$ cat config.mk
export PLATFORM = sky130hd
export DESIGN_NAME = axis_peak_detector
export DESIGN_NICKNAME = d
export VERILOG_FILES = /design/src/rtl/axis_pha_pkg.sv /design/src/rtl/pha_bin_calc.sv /design/src/rtl/axis_peak_detector.sv
export SDC_FILE = /design/constraint.sdc
export NUM_CORES = 1
export LEC_CHECK = 0
export ABC_AREA = 1
export CORE_AREA = 10 10 139 141
export DETAILED_ROUTE_END_ITERATION = 16
export DIE_AREA = 0 0 149 151
export HOLD_SLACK_MARGIN = 0.05
export SLEW_MARGIN = 20
export SYNTH_ARGS = -nofsm -noshare
export SYNTH_HDL_FRONTEND = slang
export SYNTH_SLANG_ARGS = --single-unit
$ cat constraint.sdc
create_clock -name aclk -period 3.1 [get_ports aclk]
set_clock_uncertainty 0.2 [all_clocks]
set_input_delay 0.62 -clock aclk [delete_from_list [all_inputs] [get_ports aclk]]
set_output_delay 0.62 -clock aclk [all_outputs]
set_load 0.01 [all_outputs]
$ cat src/rtl/axis_pha_pkg.sv
// Shared types and default widths for the pulse-height analysis front end.
// Holds the peak-detector state enum, the default stream/ADC/counter widths
// and the width of the dropped-peak status counter.
package axis_pha_pkg;

  localparam int unsigned DEF_AXIS_TDATA_WIDTH = 16;
  localparam int unsigned DEF_ADC_DATA_WIDTH   = 14;
  localparam int unsigned DEF_CNTR_WIDTH       = 16;
  localparam int unsigned DROP_CNT_WIDTH       = 32;

  typedef enum logic [1:0] {
    IDLE  = 2'd0,
    TRACK = 2'd1,
    DEAD  = 2'd2
  } pha_state_e;

endpackage

$ cat src/rtl/pha_bin_calc.sv
// Combinational bin-value computation for a detected peak.
//
// Macro: AXIS_PHA_BASELINE_EN
//   undefined: bin = peak in offset binary (sign bit inverted).
//   defined:   bin = peak - cfg_baseline, clamped to [0, 2^ADC_DATA_WIDTH - 1].
//
// Ports:
//   peak          in   signed peak sample
//   cfg_baseline  in   signed baseline (only with AXIS_PHA_BASELINE_EN)
//   bin           out  unsigned bin value
module pha_bin_calc #(
  parameter int unsigned ADC_DATA_WIDTH = 14
) (
  input  logic signed [ADC_DATA_WIDTH-1:0] peak,
`ifdef AXIS_PHA_BASELINE_EN
  input  logic signed [ADC_DATA_WIDTH-1:0] cfg_baseline,
`endif
  output logic        [ADC_DATA_WIDTH-1:0] bin
);

`ifdef AXIS_PHA_BASELINE_EN
  logic [ADC_DATA_WIDTH:0] diff;

  always_comb begin
    // Sign-extend both operands by one bit so the difference cannot wrap.
    diff = {peak[ADC_DATA_WIDTH-1], peak} - {cfg_baseline[ADC_DATA_WIDTH-1], cfg_baseline};
    // The largest positive difference is 2^ADC_DATA_WIDTH - 1, so only the
    // negative side ever needs clamping.
    if (diff[ADC_DATA_WIDTH]) begin
      bin = '0;
    end else begin
      bin = diff[ADC_DATA_WIDTH-1:0];
    end
  end
`else
  always_comb begin
    bin = {~peak[ADC_DATA_WIDTH-1], peak[ADC_DATA_WIDTH-2:0]};
  end
`endif

endmodule

$ cat src/rtl/axis_peak_detector.sv
// Pulse-height analysis front end. Scans a signed AXI4-Stream sample stream
// for local maxima, applies an amplitude window and a dead time, and emits one
// bin value per accepted peak through a one-deep output register. Peaks that
// arrive while the output word is blocked are dropped and counted.
//
// Macro: AXIS_PHA_BASELINE_EN adds cfg_baseline and baseline-relative bins.
//
// Ports:
//   aclk, aresetn   clock, asynchronous active-low reset
//   cfg_min/max     signed inclusive amplitude window
//   cfg_dead        dead time in accepted samples after each evaluated peak
//   cfg_baseline    signed baseline (only with AXIS_PHA_BASELINE_EN)
//   s_axis_*        sample input stream (never back-pressured after reset)
//   m_axis_*        bin value output stream
//   sts_drops       saturating count of dropped peaks
module axis_peak_detector
  import axis_pha_pkg::*;
#(
  parameter int unsigned AXIS_TDATA_WIDTH = DEF_AXIS_TDATA_WIDTH,
  parameter int unsigned ADC_DATA_WIDTH   = DEF_ADC_DATA_WIDTH,
  parameter int unsigned CNTR_WIDTH       = DEF_CNTR_WIDTH
) (
  input  logic                             aclk,
  input  logic                             aresetn,
  input  logic signed [ADC_DATA_WIDTH-1:0] cfg_min,
  input  logic signed [ADC_DATA_WIDTH-1:0] cfg_max,
  input  logic        [CNTR_WIDTH-1:0]     cfg_dead,
`ifdef AXIS_PHA_BASELINE_EN
  input  logic signed [ADC_DATA_WIDTH-1:0] cfg_baseline,
`endif
  output logic                             s_axis_tready,
  input  logic [AXIS_TDATA_WIDTH-1:0]      s_axis_tdata,
  input  logic                             s_axis_tvalid,
  input  logic                             m_axis_tready,
  output logic [AXIS_TDATA_WIDTH-1:0]      m_axis_tdata,
  output logic                             m_axis_tvalid,
  output logic [DROP_CNT_WIDTH-1:0]        sts_drops
);

  pha_state_e                       state_q, state_d;
  logic signed [ADC_DATA_WIDTH-1:0] prev_q, prev_d;
  logic signed [ADC_DATA_WIDTH-1:0] peak_q, peak_d;
  logic        [CNTR_WIDTH-1:0]     cnt_q, cnt_d;
  logic                             tready_q;
  logic                             tvalid_q, tvalid_d;
  logic [AXIS_TDATA_WIDTH-1:0]      tdata_q, tdata_d;
  logic [DROP_CNT_WIDTH-1:0]        drops_q, drops_d;

  logic signed [ADC_DATA_WIDTH-1:0] x;
  logic                             fire;
  logic                             evaluate;
  logic                             in_window;
  logic [ADC_DATA_WIDTH-1:0]        bin;

  assign x    = s_axis_tdata[ADC_DATA_WIDTH-1:0];
  assign fire = s_axis_tvalid & tready_q;

  if (AXIS_TDATA_WIDTH > ADC_DATA_WIDTH) begin : g_tdata_hi
    logic unused_tdata_hi;
    assign unused_tdata_hi = ^s_axis_tdata[AXIS_TDATA_WIDTH-1:ADC_DATA_WIDTH];
  end

  pha_bin_calc #(
    .ADC_DATA_WIDTH(ADC_DATA_WIDTH)
  ) u_bin_calc (
    .peak        (peak_q),
`ifdef AXIS_PHA_BASELINE_EN
    .cfg_baseline(cfg_baseline),
`endif
    .bin         (bin)
  );

  // An empty window (cfg_min > cfg_max) falls out naturally: no peak satisfies both.
  assign in_window = (cfg_min <= peak_q) && (peak_q <= cfg_max);

  // Peak-tracking FSM.
  always_comb begin
    state_d  = state_q;
    prev_d   = prev_q;
    peak_d   = peak_q;
    cnt_d    = cnt_q;
    evaluate = 1'b0;
    if (fire) begin
      prev_d = x;
      case (state_q)
        IDLE: begin
          if (x > prev_q) begin
            peak_d  = x;
            state_d = TRACK;
          end
        end
        TRACK: begin
          // A flat top keeps tracking so the emitted peak is the last sample before the fall.
          if (x >= prev_q) begin
            peak_d = x;
          end else begin
            evaluate = 1'b1;
            if (cfg_dead == '0) begin
              state_d = IDLE;
            end else begin
              cnt_d   = cfg_dead;
              state_d = DEAD;
            end
          end
        end
        DEAD: begin
          cnt_d = cnt_q - CNTR_WIDTH'(1);
          // Leave on the sample that brings the counter down to 1.
          if (cnt_q <= CNTR_WIDTH'(2)) begin
            state_d = IDLE;
          end
        end
        default: state_d = IDLE;
      endcase
    end
  end

  // One-deep output register with drop accounting.
  always_comb begin
    tvalid_d = tvalid_q;
    tdata_d  = tdata_q;
    drops_d  = drops_q;
    if (tvalid_q && m_axis_tready) begin
      tvalid_d = 1'b0;
    end
    if (evaluate && in_window) begin
      if (tvalid_q && !m_axis_tready) begin
        if (drops_q != '1) begin
          drops_d = drops_q + DROP_CNT_WIDTH'(1);
        end
      end else begin
        tdata_d  = AXIS_TDATA_WIDTH'(bin);
        tvalid_d = 1'b1;
      end
    end
  end

  always_ff @(posedge aclk or negedge aresetn) begin
    if (!aresetn) begin
      state_q  <= IDLE;
      prev_q   <= '0;
      peak_q   <= '0;
      cnt_q    <= '0;
      tready_q <= 1'b0;
      tvalid_q <= 1'b0;
      tdata_q  <= '0;
      drops_q  <= '0;
    end else begin
      state_q  <= state_d;
      prev_q   <= prev_d;
      peak_q   <= peak_d;
      cnt_q    <= cnt_d;
      tready_q <= 1'b1;
      tvalid_q <= tvalid_d;
      tdata_q  <= tdata_d;
      drops_q  <= drops_d;
    end
  end

  assign s_axis_tready = tready_q;
  assign m_axis_tvalid = tvalid_q;
  assign m_axis_tdata  = tdata_q;
  assign sts_drops     = drops_q;

endmodule

==> reports/results.ini, run 1 <==
[status]
status=finished, final reports clean

[synth]
synthCells=885
async_flop_share=1.00
yosysWarnings=0
avgSynthCellArea_um2=7.32
synthFlopType=dfrtp_1
synth-edff-count=0
synth.most_common_cell=nand2_1
ys_top_cells_by_count=247 x nand2_1, 149 x inv_1, 94 x dfrtp_1, 58 x nor2_1, 55 x nand3_1
synth_area_leader_cell=dfrtp_1
ys_top_cells_by_area=dfrtp_1 36%, nand2_1 14%, ha_1 8.7%
ys_types=38
syn_area_um2=6480
yosysSeqAreaShare=0.363
yosysTopAreaCellShare=0.363
synth_seq_cells=94

[final_layout]
design_area_um2=8230
insertedDiodeCount=0
area_growth_pct=27.1
drive_gt1_frac=0.0833
nNetsFinal=1112
n_fill_cell=1659

[timing]
slew_headroom=0.637
tightest_slew_ns=0.539
final-max-slew-violation-count=0
period_share=0.893
hold_viol=0
rsz0062_at_grt=no
fmax_mhz=361
setup_violations=0
post-route-min-period_ns=2.77

[placed_design]
gp_congestion=0.918
numPortBuffers=109
place_area_um2=7900
dp_hpwl_mm=12.9

[drt]
ant_nets=0
vias=5932
drt-met1-wl_mm=8.02
drc_errors=0
wl_met2_mm=7.31
wire_per_inst_um=13.4
wl_mm=16.5
viasPerCell=4.83
first_iter_violations=352
met3WireLength_um=823
first_pass_iters=5
top_layer_used=met4

[global_route]
grt_max_degree=48
grt_first_pass_wirelength_mm=27.5
gr-usage-all-layers=0.148
grt_antenna_before_repair=0
grt_overflow=0
grt_pass1_vias=5709

[worst_setup_path]
cp.arrival_ns=2.82
critical_path_class=input pin to register
end_kind=register
r2r_end=sts_drops[0]
r2r_cells=13
r2r_slack_ns=0.63
r2r_start=peak_q[13]
worstSetupStartpointType=input pin
worstPathRequired_ns=3.16
cp_max_fo=17

[die]
rows=47
io_pins=114
die_w_um=149
core-area_um2=16500
die-area_um2=22500
fp.dieH_um=151
initial_core_util=0.393

[clock_network]
cts_buffers=9
cts.clk_slew.worst_paths_ns=0.07
cts_tree=yes
cts_setup_buffers=0
cts_hold_buffers=1
root_buffer=clkbuf_16
postCtsResizedCells=0
cts_num_sinks=94
clock_latency_ns=0.35
clock_path_buffers=2
htreeDepth=3

[worst_hold_path]
min-delay-start=m_axis_tdata[3]
hold_class=register to register
holdPathStages=2
hold_end=m_axis_tdata[3]

[power_and_ir_drop]
power_mw=4.78
vdd_drop_max_mv=0.360
power_density_nw_per_um2=581
leakagePower_nw=4.08

[flow_run]
drv_cap=0

## placed cells by master, fill, tap and decap left out, types with 3 or more instances in the layout
master             n
xor2_1            10
nand3_1           55
xnor2_1            5
buf_12             6
nor2_2             7
ha_1              45
o21ai_0           46
nand2_4            3
inv_1            149
nor4_1             6
a21oi_1           23
nand4_1           46
nor2_1            57
dfrtp_1           94
conb_1             3
clkbuf_16          9
nor3_1            11
o21ai_2           18
nand2_1          247
nand2_2            5
clkdlybuf4s50_1  108
o21ai_1           10
buf_4             18
## kinds of logic after synthesis
logic type,share of synthesized area
AND/OR/NAND/NOR,0.313
buffers and inverters,0.118
AO/OA/AOI/OAI,0.0939
flip-flops,0.363
adder cells (fa/ha/maj),0.0869
XOR/XNOR,0.0203
other,0.00116
multiplexers,0.00309
## where the power goes
part | total (mW) | leakage, nW | switching [mW] | internal (mW)
registers | 1.77 | 1.23 | 0.255 | 1.51
clock network | 1.23 | 0.154 | 0.500 | 0.727
logic | 1.79 | 2.69 | 1.01 | 0.777
total | 4.78 | 4.08 | 1.77 | 3.02
## layer usage
| layer | vias up | track usage |
|---|---|---|
| li1 | 3085 | - |
| met4 | 0 | 0.0579 |
| met2 | 116 | 0.233 |
| met3 | 17 | 0.0263 |
| met5 | - | 0 |
| met1 | 2714 | 0.199 |
## cell type report
class	count	area (um2)	area share
Multi-Input combinational cell	614	3370	0.409
Sequential cell	94	2350	0.286
Timing Repair Buffer	133	1350	0.164
Inverter	151	567	0.0688
Tap cell	220	275	0.0334
Clock buffer	10	239	0.0290
Clock inverter	6	85.1	0.0103
## sequential cells by signal, indices dropped and copies added, names as in the netlist
signal / cells
state_q: 2
peak_q: 14
s_axis_tready: 1
prev_q: 14
sts_drops: 32
m_axis_tvalid: 1
m_axis_tdata: 14
cnt_q: 16
## how the worst max path moves through the flow
stage,slack [ns],to,startpoint,cells after the start
finish,0.33,cnt_q[1],s_axis_tdata[13],16
global route,0.08,sts_drops[7],cfg_max[13],17
CTS,0.32,cnt_q[8],s_axis_tdata[13],16
detailed placement,-0.08,cnt_q[8],s_axis_tdata[13],16
global placement,-0.03,sts_drops[30],s_axis_tdata[13],14
floorplan,0.64,sts_drops[9],s_axis_tdata[13],14
## critical path: stages
cell	delay, ns
clkdlybuf4s50_1	0.44
ha_1	0.31
nand2_1	0.08
nor2_2	0.12
inv_1	0.05
nor2_2	0.11
nand2_1	0.07
nand3_1	0.15
nand2_4	0.08
buf_4	0.13
nand2_1	0.05
nand2_1	0.08
nand2_1	0.11
inv_1	0.08
buf_12	0.15
o21ai_0	0.18
## per-stage QoR
step                      cells  TNS (ns)  worst slack, ns  utilization  hold WS (ns)
after floorplan             886         0            0.644            -         0.124
after global routing       1228         0           0.0816        0.500         0.314
final                      1228         0            0.332        0.500         0.285
after detailed placement   1211     -1.53          -0.0757        0.480         0.272
after global placement     1211    -0.513          -0.0279        0.480         0.267
after CTS                  1228         0            0.316        0.500         0.289
Power figures use the tool's default switching activity.
==> run 2, diff against run 1 <==
--- a/config.mk
+++ b/config.mk
@@ -6,9 +6,9 @@
 export NUM_CORES = 1
 export LEC_CHECK = 0
 export ABC_AREA = 1
-export CORE_AREA = 10 10 139 141
+export CORE_AREA = 5 5 120 151
 export DETAILED_ROUTE_END_ITERATION = 16
-export DIE_AREA = 0 0 149 151
+export DIE_AREA = 0 0 125 156
 export HOLD_SLACK_MARGIN = 0.05
 export SLEW_MARGIN = 20
 export SYNTH_ARGS = -nofsm -noshare
==> run 2 against run 1 <==
Net effect:
- wire length shrank 3.9%
- global-route usage grew 1.9 points
- utilization shrank 0.64 points
- largest power group is now sequential cells
- highest routed layer unchanged
==> reports/results.ini, run 2 (synthesized netlist as in run 1, its figures left out) <==
[status]
status=finished, final reports clean

[flow_run]
drv_cap=0  ; unchanged

[drt]
wire_per_inst_um=13.0  ; -3.3%
viasPerCell=4.78  ; -1.0%
first_iter_violations=282  ; -20%
vias=5838  ; -1.6%
ant_nets=0  ; unchanged
drc_errors=0  ; unchanged
wl_mm=15.8  ; -3.9%
first_pass_iters=4  ; -1

[worst_hold_path]
min-delay-start=prev_q[11]
hold_class=register to register

[clock_network]
clock_path_buffers=2  ; unchanged
cts_setup_buffers=0  ; unchanged
postCtsResizedCells=0  ; unchanged
htreeDepth=3  ; unchanged
root_buffer=clkbuf_16
cts_num_sinks=94  ; unchanged
cts_tree=yes
cts_hold_buffers=1  ; unchanged
cts.clk_slew.worst_paths_ns=0.07  ; about the same
clock_latency_ns=0.36  ; about the same
cts_buffers=9  ; unchanged

[placed_design]
gp_congestion=0.824  ; -10%
numPortBuffers=109  ; unchanged
dp_hpwl_mm=12.3  ; -4.7%
post-place-ws_ns=-0.0261  ; +0.0496 ns
numPlacedInstances=1205  ; -0.50%

[die]
initial_core_util=0.392  ; -0.00110
io_pins=114  ; unchanged
core-area_um2=16500  ; +0.28%
die_w_um=125  ; -16%
fp.dieH_um=156  ; +3.3%
rows=53  ; +13%
die-area_um2=19500  ; -13%

[power_and_ir_drop]
power_density_nw_per_um2=565  ; -2.8%
leakagePower_nw=4.03  ; -1.2%
vdd_drop_max_mv=0.285  ; -21%

[timing]
fmax_mhz=364  ; +0.62%
rsz0062_at_grt=no
post-route-min-period_ns=2.75  ; -0.0170 ns
setup_violations=0  ; unchanged
hold_viol=0  ; unchanged
setup_slack_ns=0.349  ; +0.0170 ns
period_share=0.887  ; -0.00549
final-max-slew-violation-count=0  ; unchanged

[global_route]
grt_overflow=0  ; unchanged
grt_antenna_before_repair=0  ; unchanged
grt_max_degree=48  ; unchanged
gr-usage-all-layers=0.167  ; +0.0188
grt_pass1_vias=5646  ; -1.1%
grt_first_pass_wirelength_mm=27.0  ; -1.9%

[final_layout]
drive_gt1_frac=0.0769  ; -0.00641
insertedDiodeCount=0  ; unchanged
layout_common_cells=247 x nand2_1, 149 x inv_1, 108 x clkdlybuf4s50_1
area_growth_pct=25.9
nNetsFinal=1106  ; -0.54%
final_cells=1221  ; -0.57%
final_common_cell=nand2_1
largest_reg_flops=32  ; unchanged

[worst_setup_path]
r2r_start=peak_q[13]
critical_path.startpoint=s_axis_tdata[13]
cp.arrival_ns=2.78  ; -0.04 ns
critical_path_class=input pin to register
cp_max_fo=21  ; +4
end_kind=register
worstPathRequired_ns=3.13  ; -0.03 ns
worstSetupStartpointType=input pin

-- run 2: layer usage --
metal	up-vias	wire length (um)	global-route usage
met3	14	656	0.0349
met2	107	7770	0.292
met4	0	178	0.0444
met1	2650	7220	0.211
li1	3067	-	-
met5	-	0	0
-- run 2: where the power goes --
group	total (mW)	internal (mW)	switching (mW)
Clock	1.07	0.563	0.502
Combinational	1.77	0.759	1.01
Sequential	1.77	1.51	0.253
Total	4.60	2.84	1.77
-- run 2: per-stage QoR --
stage	hold slack [ns]	utilization	area (um2)	power, mW	setup TNS [ns]
after floorplan	0.124	-	6480	2.96	0
after global placement	0.265	0.476	7870	3.54	-0.219
after detailed placement	0.272	0.476	7870	3.57	-0.455
after CTS	0.289	0.494	8150	4.67	0
after global routing	0.312	0.494	8150	5.03	0
final	0.287	0.494	8150	4.60	0
-- run 2: final timing paths --
kind / cells past startpoint / end / slack [ns]
min in group asynchronous: 2 / m_axis_tdata[11] / 0.54
worst min-delay path: 2 / prev_q[11] / 0.29
worst max register to register: 14 / sts_drops[28] / 0.62
max in group asynchronous: 3 / sts_drops[11] / 1.53
worst max-delay path: 15 / cnt_q[10] / 0.35
worst min register to register: 2 / prev_q[11] / 0.29
-- run 2: critical path, cell delays in order --
cell             delay [ns]
clkdlybuf4s50_1        0.43
ha_1                   0.31
nand2_1                0.08
nor2_2                 0.12
inv_1                  0.05
nor2_2                 0.12
buf_4                  0.11
nand4_1                0.21
nand2_1                0.14
nand2_1                0.11
nand2_1                0.11
inv_1                  0.07
buf_12                 0.15
nand2_1                0.05
o21ai_0                0.07
-- run 2: area by class of cell --
| type | count | area (um2) |
|---|---|---|
| clock buffer | 10 | 239 |
| clock inverter | 5 | 35.0 |
| fill | 1617 | 8360 |
| inverter | 151 | 567 |
| multi-input combinational | 614 | 3370 |
| sequential | 94 | 2350 |
| tap | 220 | 275 |
| timing repair buffer | 127 | 1310 |
